--- src/rtl/audio_pkg.sv ---
// audio_pkg: constants shared by the stacker and the unstacker.
// A phrase is WORDS_PER_PHRASE audio words packed lowest slot first, so
// slot k lives at bits [AUDIO_WORD_W*k +: AUDIO_WORD_W].
package audio_pkg;
  localparam int AUDIO_WORD_W     = 16;
  localparam int WORDS_PER_PHRASE = 8;
  localparam int PHRASE_W         = 128;
  localparam int OFFSET_W         = 3;
endpackage

--- src/rtl/stacker_if.sv ---
// stacker_if: bundles the sample stream into the stacker, the phrase
// stream out of it, and the accepted-phrase counter.
//
// Handshake: on both streams a transfer happens on a rising clock edge where
// tvalid and tready are both 1. Once a source raises tvalid it holds tvalid,
// tdata and tlast stable until that transfer. tready may be raised or dropped
// at any time and never depends on the tvalid of the same stream.
//
// Modports:
//   master - sample producer / phrase consumer (drives audio_t*, chunk tready)
//   slave  - the stacker itself
interface stacker_if;
  import audio_pkg::*;

  logic                    audio_tvalid;
  logic                    audio_tready;
  logic [AUDIO_WORD_W-1:0] audio_tdata;
  logic                    audio_tlast;
  logic                    audio_chunk_tvalid;
  logic                    audio_chunk_tready;
  logic [PHRASE_W-1:0]     audio_chunk_tdata;
  logic                    audio_chunk_tlast;
  logic [31:0]             phrase_count;

  modport master (
    output audio_tvalid, audio_tdata, audio_tlast, audio_chunk_tready,
    input  audio_tready, audio_chunk_tvalid, audio_chunk_tdata,
           audio_chunk_tlast, phrase_count
  );

  modport slave (
    input  audio_tvalid, audio_tdata, audio_tlast, audio_chunk_tready,
    output audio_tready, audio_chunk_tvalid, audio_chunk_tdata,
           audio_chunk_tlast, phrase_count
  );
endinterface

--- src/rtl/stacker.sv ---
// stacker: packs 16-bit audio samples into 128-bit phrases, lowest slot first.
// Eight samples, or any sample carrying tlast, close a phrase. Slots above the
// closing sample are filled with PAD_WORD and the phrase carries that tlast.
//
// Ports:
//   clk_in  - clock, all state on its rising edge
//   rst_in  - synchronous active-high reset
//   bus     - stacker_if.slave: sample input stream, phrase output stream,
//             phrase_count (phrases accepted downstream, wraps at 2^32)
//
// The phrase output is a single register. Input is stalled only while that
// register is full and downstream is not taking it, so audio_tready never
// looks at the incoming sample.
module stacker
  import audio_pkg::*;
#(
  parameter logic [AUDIO_WORD_W-1:0] PAD_WORD = 16'h0000
) (
  input  logic     clk_in,
  input  logic     rst_in,
  stacker_if.slave bus
);

  localparam logic [PHRASE_W-1:0] PAD_FILL = {WORDS_PER_PHRASE{PAD_WORD}};

  logic [PHRASE_W-1:0]         acc;
  logic [OFFSET_W-1:0]         offset;
  logic [PHRASE_W-1:0]         out_data;
  logic                        out_last;
  logic                        out_valid;
  logic [31:0]                 phrase_cnt;

  logic                        accept_in;
  logic                        accept_out;
  logic                        closing;
  logic [WORDS_PER_PHRASE-1:0] pad_slots;
  logic [PHRASE_W-1:0]         closed_phrase;

  // Slots strictly above the current write slot get padding on an early close.
  function automatic logic [WORDS_PER_PHRASE-1:0] pad_mask(
    input logic [OFFSET_W-1:0] off
  );
    logic [WORDS_PER_PHRASE-1:0] m;
    m = '0;
    for (int k = 0; k < WORDS_PER_PHRASE; k++) begin
      m[k] = (k > int'(off));
    end
    return m;
  endfunction

  assign bus.audio_tready = !rst_in && (!out_valid || bus.audio_chunk_tready);

  assign accept_in  = bus.audio_tvalid && bus.audio_tready;
  assign accept_out = out_valid && bus.audio_chunk_tready;
  assign closing    = (offset == OFFSET_W'(WORDS_PER_PHRASE - 1)) || bus.audio_tlast;

  // Phrase as it leaves on a closing sample: accumulated slots below the
  // offset, the incoming sample at the offset, padding above it.
  always_comb begin
    closed_phrase = '0;
    pad_slots     = pad_mask(offset);
    for (int k = 0; k < WORDS_PER_PHRASE; k++) begin
      if (pad_slots[k]) begin
        closed_phrase[k*AUDIO_WORD_W +: AUDIO_WORD_W] = PAD_WORD;
      end else if (k == int'(offset)) begin
        closed_phrase[k*AUDIO_WORD_W +: AUDIO_WORD_W] = bus.audio_tdata;
      end else begin
        closed_phrase[k*AUDIO_WORD_W +: AUDIO_WORD_W] =
          acc[k*AUDIO_WORD_W +: AUDIO_WORD_W];
      end
    end
  end

  always_ff @(posedge clk_in) begin
    if (rst_in) begin
      acc        <= PAD_FILL;
      offset     <= '0;
      out_data   <= '0;
      out_last   <= 1'b0;
      out_valid  <= 1'b0;
      phrase_cnt <= '0;
    end else begin
      if (accept_out) begin
        phrase_cnt <= phrase_cnt + 32'd1;
      end

      if (accept_in && closing) begin
        // A new phrase may load in the same cycle the old one leaves,
        // so out_valid stays high with no bubble.
        out_data  <= closed_phrase;
        out_last  <= bus.audio_tlast;
        out_valid <= 1'b1;
        acc       <= PAD_FILL;
        offset    <= '0;
      end else begin
        if (accept_in) begin
          acc[int'(offset)*AUDIO_WORD_W +: AUDIO_WORD_W] <= bus.audio_tdata;
          offset <= offset + OFFSET_W'(1);
        end
        if (accept_out) begin
          out_valid <= 1'b0;
        end
      end
    end
  end

  assign bus.audio_chunk_tvalid = out_valid;
  assign bus.audio_chunk_tdata  = out_data;
  assign bus.audio_chunk_tlast  = out_last;
  assign bus.phrase_count       = phrase_cnt;

endmodule

--- src/flat_wrapper.sv ---
// flat-port wrapper written by rule: the top's interface ports become plain ports
module stacker_flat import audio_pkg::*;
#(
  parameter logic [AUDIO_WORD_W-1:0] PAD_WORD = 16'h0000
)
  (clk_in, rst_in, bus_audio_tvalid, bus_audio_tdata, bus_audio_tlast, bus_audio_chunk_tready, bus_audio_tready, bus_audio_chunk_tvalid, bus_audio_chunk_tdata, bus_audio_chunk_tlast, bus_phrase_count);
  stacker_if bus_i ();
  input  logic clk_in;
  input  logic rst_in;
  input wire logic [$bits(bus_i.audio_tvalid)-1:0] bus_audio_tvalid;
  input wire logic [$bits(bus_i.audio_tdata)-1:0] bus_audio_tdata;
  input wire logic [$bits(bus_i.audio_tlast)-1:0] bus_audio_tlast;
  input wire logic [$bits(bus_i.audio_chunk_tready)-1:0] bus_audio_chunk_tready;
  output wire logic [$bits(bus_i.audio_tready)-1:0] bus_audio_tready;
  output wire logic [$bits(bus_i.audio_chunk_tvalid)-1:0] bus_audio_chunk_tvalid;
  output wire logic [$bits(bus_i.audio_chunk_tdata)-1:0] bus_audio_chunk_tdata;
  output wire logic [$bits(bus_i.audio_chunk_tlast)-1:0] bus_audio_chunk_tlast;
  output wire logic [$bits(bus_i.phrase_count)-1:0] bus_phrase_count;
  assign bus_i.audio_tvalid = bus_audio_tvalid;
  assign bus_i.audio_tdata = bus_audio_tdata;
  assign bus_i.audio_tlast = bus_audio_tlast;
  assign bus_i.audio_chunk_tready = bus_audio_chunk_tready;
  assign bus_audio_tready = bus_i.audio_tready;
  assign bus_audio_chunk_tvalid = bus_i.audio_chunk_tvalid;
  assign bus_audio_chunk_tdata = bus_i.audio_chunk_tdata;
  assign bus_audio_chunk_tlast = bus_i.audio_chunk_tlast;
  assign bus_phrase_count = bus_i.phrase_count;
  stacker #(.PAD_WORD(PAD_WORD)) u_core (.clk_in(clk_in), .rst_in(rst_in), .bus(bus_i));
endmodule
--- config.mk ---
export PLATFORM = sky130hd
export DESIGN_NAME = stacker_flat
export DESIGN_NICKNAME = d
export VERILOG_FILES = /design/src/rtl/audio_pkg.sv /design/src/rtl/stacker_if.sv /design/src/rtl/stacker.sv /design/src/flat_wrapper.sv
export SDC_FILE = /design/constraint.sdc
export NUM_CORES = 1
export LEC_CHECK = 0
export BUFFER_PORTS_ARGS = -buffer_cell sky130_fd_sc_hd__buf_2
export CORE_MARGIN = 8
export CORE_UTILIZATION = 30
export DETAILED_ROUTE_END_ITERATION = 10
export PLACE_DENSITY = 0.45
export SLEW_MARGIN = 10
export SYNTH_ARGS = -nofsm -noshare
export SYNTH_HDL_FRONTEND = slang
export SYNTH_SLANG_ARGS = --single-unit
--- constraint.sdc ---
create_clock -name clk_in -period 2.8 [get_ports clk_in]
set_input_delay 0.28 -clock clk_in [delete_from_list [all_inputs] [get_ports clk_in]]
set_output_delay 0.28 -clock clk_in [all_outputs]
set_load 0.02 [all_outputs]
## Yosys cells after proc, flatten, opt, wreduce, memory -nomap -nowiden

Index checks and enable logic that the tools add are counted.

| storage, ports and cells | value |
|---|---|
| register bits after elaboration | 293 |
| input bits | 21 |
| output and inout port bits | 163 |

| operators by class | value |
|---|---|
| $add $sub $neg | 3 |
| $lt $le $gt $ge | 7 |
| eq/ne operators | 8 |
| shift operators | 2 |
| muxes and demuxes | 18 |
| reductions and logical operators | 11 |

Operators with widths:

| operator | count |
|---|---|
| 16-bit two-way mux | 15 |
| 128-bit bitwise mux | 1 |
| 16-bit by 33-bit variable shift with 128-bit output (first input constant) | 1 |
| 16-bit by 33-bit indexed part select with 128-bit output | 1 |
| 7-bit negation with 33-bit output | 1 |
| 32-bit by 1-bit adder with 32-bit output (second input constant) | 1 |
| 3-bit equality test (first input constant) | 4 |
| 3-bit greater-than comparator (first input constant) | 4 |
| 2-bit by 3-bit equality test with 1-bit output (first input constant) | 2 |
| 2-bit by 3-bit greater-than comparator with 1-bit output (first input constant) | 2 |
| 1-bit logical AND | 4 |
| 3-bit by 1-bit adder with 3-bit output (second input constant) | 1 |
| 1-bit by 3-bit equality test with 1-bit output (first input constant) | 1 |
| 3-bit equality test (second input constant) | 1 |
| 1-bit by 3-bit greater-than comparator with 1-bit output (first input constant) | 1 |
| 3-bit logical NOT | 1 |
| 1-bit logical NOT | 2 |
| 1-bit logical OR | 2 |
| 1-bit two-way mux | 2 |
| 2-bit nonzero test | 1 |
| 2-bit OR reduction | 1 |

## Longest topological paths before layout

| logic depth | value |
|---|---|
| depth in word-level cells | 6 |
| mapped depth | 9 |
| gate-level depth less buffers | 7 |

## Worst setup path before layout

OpenSTA, ideal clock, no wires.

| timing | value |
|---|---|
| path kind | reg2reg |
| start point | register u_core.offset[1] |
| end point | register u_core.acc[102] |
| library setup time | 0.121 ns |
| arrival | 2.093 ns |
| required time | 2.679 ns |
| path slack | 0.586 ns |
| stages on the path, launching flop included | 8 |
| path buffers | 2 |
| cell sequence | dfxtp_1 > inv_1 > ha_1 > ha_1 > buf_2 > nor3b_4 > buf_6 > mux2_2 |

| between the ends | value |
|---|---|
| cells in the longest elaborated chain, start to end | 4 |

Ends and longest elaborated chain:

| element | RTL line | RTL |
|---|---|---|
| start, declared | stacker.sv:27 | `logic [OFFSET_W-1:0] offset;` |
| start signal, assigned | stacker.sv:98 | `offset <= offset + OFFSET_W'(1);` |
| branches (longest 4 deep; another with 7-bit negation with 33-bit output) | - |  |
| end signal, assigned by index | stacker.sv:97 | `acc[int'(offset)*AUDIO_WORD_W +: AUDIO_WORD_W] <= bus.audio_tdata;` |
| end, declared | stacker.sv:26 | `logic [PHRASE_W-1:0] acc;` |

Several ways; the timed one is not identified.
A chain may end at the register's enable or synchronous reset.

## Final worst setup path

| timing | value |
|---|---|
| start point | register u_core.offset[1] |
| end point | register u_core.acc[77] |

Same word-level chain as after synthesis.

==> flow_summary_export.csv <==
group,metric,value,unit
run_status,status,"finished clean",
layout,stdcell_area,0.0146,mm2
placement,io_buffers,183,
layout,nets,1485,
logic_synthesis,netlist_area,0.0124,mm2
power_and_ir_drop,seqPwrFrac,45.7,%
floorplanning,core,0.0407,mm2
power_and_ir_drop,switching_share,25.6,%
clock_tree,hold_buffers,0,
layout,final_cell_mix,"277 x dfxtp_1, 183 x buf_2, 161 x nand2_1",
sta,worst_slew_pin_slew,1.18,ns
power_and_ir_drop,p_switching,2.24,mW
logic_synthesis,synth_top_cell_area_share,44.9,%
floorplanning,dieArea,0.0480,mm2
clock_tree,cts_tree,"yes",
global_routing,antenna_found_initial,1,
sta,slew_viol_final,0,
power_and_ir_drop,cellPowerDensity,596,mW/mm2
clock_tree,cts_buffers,34,
clock_tree,cts-root-buf,"clkbuf_16",
logic_synthesis,synthTopCellsByArea,"dfxtp_1 45%, mux2i_1 10%, o21ai_0 6.4%, nand2_1 4.9%, mux2_2 2.9%",
floorplanning,die_w,219,um
detailed_routing,drc,0,
clock_tree,ctsResizeCount,0,
detailed_routing,drt_iter0_drc,806,
power_and_ir_drop,leakage,5.75,nW
critical_path,crit_end,"u_core.acc[77]$_SDFFE_PP0P_",
logic_synthesis,synthCells,1331,
placement,placed_cells_incl_taps,1950,
sta,setup_slack,0.223,ns
floorplanning,start_util,30.3,%
critical_path,end_kind,"flip-flop",
logic_synthesis,ys_seq_area_share,44.9,%
sta,fin_hold_ws,0.0806,ns
sta,hold_violations,0,
floorplanning,rows,74,
clock_tree,cts-htree-levels,2,
power_and_ir_drop,vdd_drop_max,0.384,mV
critical_path,rrSetupSlack,0.22,ns
placement,placed_area,0.0136,mm2
clock_tree,cts_setup_buffers,0,
critical_path,rr_worst_depth,6,
logic_synthesis,yosysTopAreaCell,"dfxtp_1",
flow_run,maxCapViolations,0,
detailed_routing,num_vias,10300,
logic_synthesis,synth_cell_types,52,
critical_path,start_kind,"flip-flop",
layout,layout_commonest_cell,"dfxtp_1",
sta,max_freq,388,MHz
logic_synthesis,yosys_warnings,0,
floorplanning,fp.dieH,219,um
clock_tree,cts.clk_slew.worst_paths,0.06,ns
critical_path,cp_max_fo,16,
sta,final-setup-viol-count,0,
global_routing,grt_use_total,16.5,%
power_and_ir_drop,power_frac_clock,46.4,%
critical_path,startpoint,"u_core.offset[1]$_SDFFE_PP0P_",
logic_synthesis,avgSynthCellArea,9.29,um2
detailed_routing,via_per_inst,5.15,
logic_synthesis,ys_seq_elements,277,
critical_path,crit_type,"flip-flop to flip-flop",
critical_path,r2r_end,"u_core.acc[77]$_SDFFE_PP0P_",
placement,preCtsSetupSlack,0.272,ns
sta,period_needed,2.58,ns
layout,instances_no_fill,2009,
detailed_routing,avgRoutedWirePerCell,20.5,um
sta,tns,0,ns
detailed_routing,wl,41100,um
logic_synthesis,synth_fp_nets,1362,
detailed_routing,ant_nets,0,
detailed_routing,first_pass_iters,5,
sta,rsz0062_at_grt,"no",
layout,area_growth,18.5,%
power_and_ir_drop,power.internal,6.49,mW
global_routing,overflow,0,
sta,final.setup_skew,0.0201,ns
critical_path,required,3.18,ns
clock_tree,clk_path_buf_depth,3,
placement,dp.final_hpwl,27100,um
layout,post-route-util,35.9,%
critical_path,critPathArrivalTime,2.96,ns
clock_tree,insertion_delay,0.53,ns
sta,post-route-period-util,92.0,%
worst_hold_path,holdCritPathClass,"primary input to flip-flop",
critical_path,r2r_start,"u_core.offset[1]$_SDFFE_PP0P_",
global_routing,grt_max_degree,109,
power_and_ir_drop,combPwrFrac,7.9,%
layout,layout-drive-gt1-share,23.6,%
clock_tree,clock_sink_count,277,
global_routing,grt_pass1_vias,10300,
global_routing,grt_pass1_wl,62500,um
placement,place.gp.congestion,0.789,
power_and_ir_drop,finalPower,8.73,mW
sta,relSlewSlack,21.4,%
floorplanning,pin_count,184,
synth_stat cells, drive strengths merged:
cell,n
dfxtp,277
o21ai,188
nand2,161
mux2i,128
nand3,72
clkbuf,71
buf,68
a21oi,54
nand4,47
and2,37
a311oi,33
mux2,32
nor2,17
a22o,16
nand3b,13
nand4b,13
or3,12
nand4bb,11
ha,10
xor2,10
o31ai,8
or4,8
and4,7
and3,6
inv,6
or4bb,5
xnor2,4
nand2b,2
nor2b,2
nor3,2
nor3b,2
o21bai,2
a211oi,1
a31oi,1
a32oi,1
and4b,1
nor4b,1
or2,1
or4b,1
worst max-delay path, stage by stage (launching register included):
cell,delay [ns]
dfxtp_1,0.45
inv_1,0.17
ha_1,0.26
ha_1,0.45
or4b_1,0.75
o21ai_0,0.26
a21oi_1,0.09
worst min-delay path by stage:
stage,startpoint,endpoint,depth (start not counted)
3_3_place_gp,u_core.bus.audio_chunk_tdata[42]$_SDFFE_PP0P_,u_core.bus.audio_chunk_tdata[42]$_SDFFE_PP0P_,2
2_1_floorplan,u_core.acc[16]$_SDFFE_PP0P_,u_core.acc[16]$_SDFFE_PP0P_,2
3_5_place_dp,u_core.bus.audio_chunk_tdata[107]$_SDFFE_PP0P_,u_core.bus.audio_chunk_tdata[107]$_SDFFE_PP0P_,2
4_1_cts,bus_audio_chunk_tready,u_core.bus.phrase_count[1]$_SDFFE_PP0P_,3
5_1_grt,bus_audio_chunk_tready,u_core.bus.phrase_count[1]$_SDFFE_PP0P_,3
6_report,bus_audio_chunk_tready,u_core.bus.phrase_count[1]$_SDFFE_PP0P_,3
cell families after synthesis:
family	Yosys count	synth area share, %
simple gates	421	19.2
xor+xnor	14	0.992
compound gates	304	14.9
flops	277	44.9
buf+inv	145	5.69
fa+ha+maj	10	1.01
mux	160	13.3
per-layer routing:
| layer | track usage [%] | share of wire, % | vias up |
|---|---|---|---|
| met2 | 27.4 | 48 | 238 |
| li1 | - | - | 5024 |
| met4 | 4.76 | 2.1 | 0 |
| met3 | 3.43 | 5.1 | 50 |
| met1 | 21.3 | 45 | 5030 |
| met5 | 0 | 0 | - |
sequential cells by signal (all words and copies together), names as in the netlist:
| signal | count |
|---|---|
| u_core.acc | 112 |
| u_core.bus.audio_chunk_tdata | 128 |
| u_core.bus.audio_chunk_tlast | 1 |
| u_core.bus.audio_chunk_tvalid | 1 |
| u_core.bus.phrase_count | 32 |
| u_core.offset | 3 |
power groups by stage:
stage	combinational (mW)	sequential [mW]	clock [mW]
after global routing	0.734	3.99	4.36
final	0.690	3.99	4.05
after detailed placement	0.693	4.07	0
after floorplan	0.422	4.09	0
after global placement	0.690	4.07	0
after CTS	0.695	3.99	4.18
cell type report:
type                            instances  area [um2]
Timing Repair Buffer                  226        1280
Multi-Input combinational cell        909        6130
Tap cell                              532         666
Sequential cell                       277        5550
Fill cell                            4207       26100
Antenna cell                            1        2.50
Clock inverter                         11        76.3
Clock buffer                           47         930
Inverter                                6        22.5
Power figures use the tool's default switching activity.
